<file path="src/rtl/mux_add_pkg.sv">
// Shared definitions for the mux/add/accumulate arithmetic stage.
package mux_add_pkg;

   typedef enum logic [1:0] {
      MODE_ADD = 2'b00,
      MODE_ACC = 2'b01,
      MODE_SUB = 2'b10,
      MODE_CLR = 2'b11
   } mode_t;

   // A one-channel mux still needs a 1-bit select port.
   function automatic int sel_width(input int nch);
      return (nch > 1) ? $clog2(nch) : 1;
   endfunction

endpackage

</file>
<file path="src/rtl/mux_add_acc_op_mux.sv">
// NCH:1 combinational operand selector; out-of-range selects yield zero and raise sel_err.
module op_mux
   import mux_add_pkg::*;
#(
   parameter int  WIDTH = 4,
   parameter int  NCH   = 2,
   localparam int SEL_W = sel_width(NCH)
) (
   input  logic [NCH*WIDTH-1:0] ops,
   input  logic [SEL_W-1:0]     sel,
   output logic [WIDTH-1:0]     op,
   output logic                 sel_err
);

   always_comb begin
      op      = '0;
      sel_err = 1'b1;
      for (int k = 0; k < NCH; k++) begin
         if (sel == SEL_W'(k)) begin
            op      = ops[k*WIDTH +: WIDTH];
            sel_err = 1'b0;
         end
      end
   end

endmodule

</file>
<file path="src/rtl/mux_add_acc.sv">
// Operand select + add/accumulate/subtract stage with a single registered output
// slot and valid/ready handshakes on both sides.
module mux_add_acc
   import mux_add_pkg::*;
#(
   parameter int  WIDTH = 4,
   parameter int  NCH   = 2,
   localparam int SEL_W = sel_width(NCH)
) (
   input  logic                 clk,
   input  logic                 rst,
   input  logic                 in_valid,
   output logic                 in_ready,
   input  logic [WIDTH-1:0]     a,
   input  logic [NCH*WIDTH-1:0] ops,
   input  logic [SEL_W-1:0]     sel,
   input  logic [1:0]           mode,
   output logic                 out_valid,
   input  logic                 out_ready,
   output logic [WIDTH-1:0]     res,
   output logic                 carry,
   output logic                 ovf,
   output logic                 sel_err
);

   function automatic logic add_ovf(input logic l_msb, input logic o_msb, input logic s_msb);
      return (l_msb == o_msb) && (s_msb != l_msb);
   endfunction

   function automatic logic sub_ovf(input logic l_msb, input logic o_msb, input logic s_msb);
      return (l_msb != o_msb) && (s_msb != l_msb);
   endfunction

   logic [WIDTH-1:0] op;
   logic             sel_err_c;
   mode_t            mode_c;
   logic             accept;

   logic signed [WIDTH-1:0] lhs;
   logic        [WIDTH:0]   sum;
   logic                    ovf_c;

   logic [WIDTH-1:0] acc_p1;
   logic [WIDTH-1:0] res_p1;
   logic             carry_p1;
   logic             ovf_p1;
   logic             serr_p1;
   logic             vld_p1;

   op_mux #(
      .WIDTH (WIDTH),
      .NCH   (NCH)
   ) u_op_mux (
      .ops     (ops),
      .sel     (sel),
      .op      (op),
      .sel_err (sel_err_c)
   );

   assign mode_c   = mode_t'(mode);
   assign in_ready = !vld_p1 || out_ready;
   assign accept   = in_valid && in_ready;

   // Stage p0: operand select and WIDTH+1 bit arithmetic; bit WIDTH is carry or borrow.
   always_comb begin
      lhs   = (mode_c == MODE_ADD) ? a : acc_p1;
      sum   = '0;
      ovf_c = 1'b0;
      if (mode_c == MODE_SUB) begin
         sum   = {1'b0, lhs} - {1'b0, op};
         ovf_c = sub_ovf(lhs[WIDTH-1], op[WIDTH-1], sum[WIDTH-1]);
      end else begin
         sum   = {1'b0, lhs} + {1'b0, op};
         ovf_c = add_ovf(lhs[WIDTH-1], op[WIDTH-1], sum[WIDTH-1]);
      end
   end

   // Stage p1: output slot; a drain and a new accept in the same cycle simply overwrite.
   always_ff @(posedge clk) begin
      if (rst) begin
         vld_p1   <= 1'b0;
         acc_p1   <= '0;
         res_p1   <= '0;
         carry_p1 <= 1'b0;
         ovf_p1   <= 1'b0;
         serr_p1  <= 1'b0;
      end else if (accept) begin
         vld_p1  <= 1'b1;
         serr_p1 <= sel_err_c;
         if (mode_c == MODE_CLR) begin
            acc_p1   <= '0;
            res_p1   <= '0;
            carry_p1 <= 1'b0;
            ovf_p1   <= 1'b0;
         end else begin
            res_p1   <= sum[WIDTH-1:0];
            carry_p1 <= sum[WIDTH];
            ovf_p1   <= ovf_c;
            if (mode_c != MODE_ADD) begin
               acc_p1 <= sum[WIDTH-1:0];
            end
         end
      end else if (out_ready) begin
         vld_p1 <= 1'b0;
      end
   end

   assign out_valid = vld_p1;
   assign res       = res_p1;
   assign carry     = carry_p1;
   assign ovf       = ovf_p1;
   assign sel_err   = serr_p1;

endmodule

</file>
<file path="config.mk">
export PLATFORM = sky130hd
export DESIGN_NAME = mux_add_acc
export DESIGN_NICKNAME = d
export VERILOG_FILES = /design/src/rtl/mux_add_pkg.sv /design/src/rtl/mux_add_acc_op_mux.sv /design/src/rtl/mux_add_acc.sv
export SDC_FILE = /design/constraint.sdc
export NUM_CORES = 1
export LEC_CHECK = 0
export ABC_AREA = 1
export CAP_MARGIN = 20
export CORE_MARGIN = 2
export CORE_UTILIZATION = 51
export DETAILED_ROUTE_END_ITERATION = 8
export GPL_TIMING_DRIVEN = 1
export PLACE_DENSITY = 0.91
export SYNTH_ARGS = -nofsm -noshare
export SYNTH_HDL_FRONTEND = slang
export SYNTH_HIERARCHICAL = 1
export SYNTH_SLANG_ARGS = --single-unit
</file>
<file path="constraint.sdc">
create_clock -name clk -period 4.3 [get_ports clk]
set_input_delay 1.29 -clock clk [delete_from_list [all_inputs] [get_ports clk]]
set_output_delay 1.29 -clock clk [all_outputs]
set_load 0.01 [all_outputs]
</file>
==> results.ini <==
[cells_and_area]
antenna_cells = 0
layout_commonest_cell = nand2_1
fin_nets = 218
syn2layout_area_growth_pct = 34.18
postLayoutCellArea_um2 = 1326
final_cell_mix = nand2_1, inv_1, clkdlybuf4s50_1
drive_gt1_frac = 0.09091
nFillCells = 139

[cts]
cts_root_buf = clkbuf_4
cts_resized = 0
clk_pin_slew_ns = 0.07
clkSinkCount = 12
cts-buffers-inserted = 3
postCtsSetupBuffers = 0
clkLatencyLatePin_ns = 0.28
clockBufferDepth = 2
hold_buffers = 0
h-tree-depth = 1
cts_tree = built

[route]
viasPerCell = 5.009
wire_per_inst_um = 11.90
antenna_left = 0
firstDrtPassIters = 4
vias = 1062
routed_wl_um = 2522
drt-initial-drc-count = 18
drc = 0

[floorplan]
die-area_um2 = 2306
io_pins = 28
fp.dieH_um = 48.03
rows = 15
die_w_um = 48.03
initial_utilization = 0.5544
core_area_um2 = 1783

[synth]
synth.distinct_cells = 23
synth-adder-area-share = 0.1544
syn_inst = 156
synth_edf_count = 0
avgSynthCellArea_um2 = 6.336
synth_compound_area_frac = 0.1456
synthXorXnorAreaFrac = 0
muxShareOfSynthArea = 0
ys_seq_area_frac = 0.2430
syn_area_um2 = 988.4
synth_top_family_by_area = simple AND/OR/NAND/NOR gates
synth-simple-area-share = 0.3354
async_reset_ff_frac = 0
synth_nets = 186
synth_warnings = 6
ys_seq_elements = 12
ys.flop_type = dfxtp_1

[grt]
grt_pass1_vias = 1032
grt_max_degree = 10
antenna_found_initial = 0
grt_pass1_wl_um = 4050
grt_usage = 0.2534
use_met3 = 0.06792
grt_use_met2 = 0.4400
grt-busiest-layer = met2
overflow = 0
grt_use_met1 = 0.2880

[setup_path]
critPathKind = in2out
cp_max_fo = 3
r2r_setup_slack_ns = 2.36
critPathLaunchType = input pin
setup.worst_path.end_class = output pin
worstPathArrival_ns = 2.46
required_ns = 3.01

[sta]
finalCritPeriodShare = 0.8719
slew_viol_final = 0
fin_crit_ns = 3.749
fin_setup_tns_ns = 0
finalHoldViolCount = 0
clock_skew_ns = 0.001718
finalSetupViolCount = 0
achievable-frequency_mhz = 266.7
rsz0062_at_grt = no

[place]
postPlaceCellArea_um2 = 1290
post-dp-hpwl_um = 2064
io_buffers = 27
place_congestion = 0.8855

[power]
irDropWorstVdd_mv = 0.2384
cellLeakagePower_nw = 0.6866
p_per_area_nw_per_um2 = 276.0

[min_path]
min_path_type = reg2reg

[run_status]
status = completed

[job]
cap_violations = 0

## cells in the mapped netlist (2+ instances only)
library cell	count	area, um2
a21oi_1	9	45.04
dfxtp_1	12	240.2
fa_1	2	40.04
ha_1	9	112.6
inv_1	27	101.4
inv_2	2	7.510
nand2_1	44	165.2
nand2_2	5	31.28
nand3_1	7	35.03
nor2_1	15	56.30
nor2_4	2	22.52
o21ai_0	11	55.05
## final timing paths
| path | from | cells after the start | end |
|---|---|---|---|
| setup / recovery | out_ready | 4 | in_ready |
| setup reg to reg | acc_p1[0]$_SDFFE_PP0P_ | 9 | acc_p1[1]$_SDFFE_PP0P_ |
| hold reg to reg | acc_p1[0]$_SDFFE_PP0P_ | 2 | acc_p1[0]$_SDFFE_PP0P_ |
| hold / removal | acc_p1[0]$_SDFFE_PP0P_ | 2 | acc_p1[0]$_SDFFE_PP0P_ |
## metrics by stage
step | instances | util | hold slack [ns] | setup slack [ns] | power [mW]
2_1_floorplan | 156 | - | 0.4240 | 1.483 | 0.2176
3_3_place_gp | 208 | 0.7235 | 0.4503 | 0.5954 | 0.2659
3_5_place_dp | 208 | 0.7235 | 0.4608 | 0.5760 | 0.2746
4_1_cts | 212 | 0.7439 | 0.4722 | 0.5400 | 0.3661
5_1_grt | 212 | 0.7439 | 0.4946 | 0.5056 | 0.3908
6_report | 212 | 0.7439 | 0.4706 | 0.5507 | 0.3661
## per-layer routing
metal,wire length [um],vias up
met5,0,-
met4,71,0
met3,123,8
met2,1311,39
met1,1016,472
li1,-,543
## kinds of logic after synthesis
kind of cell / count (synthesis)
DFF: 12
buffers and inverters: 30
adders and majority gates: 11
AOI/OAI and AO/OA: 26
other: 1
and+or+nand+nor: 76
## sequential cells by signal (all words and copies together), names as in the netlist
register   count
acc_p1         4
carry          1
out_valid      1
ovf            1
res            4
sel_err        1
## critical path: stages
cell and delay [ns]:
clkdlybuf4s50_1 0.46, inv_1 0.04, nand2_1 0.12, clkdlybuf4s50_1 0.56
## power breakdown
part	switching (mW)	internal (mW)
sequential	0.00452	0.121
clock	0.0398	0.0516
combinational	0.0837	0.0653
total	0.128	0.238
## final cells by class
type / count / area [um2] / area share
flip-flops and latches: 12 / 240.2 / 0.1811
repair buffers: 28 / 277.8 / 0.2094
clock buffers: 4 / 36.28 / 0.02736
well taps: 25 / 31.28 / 0.02358
multi-input cells: 114 / 631.9 / 0.4764
inverters: 29 / 108.9 / 0.08208
Power figures use the tool's default switching activity.
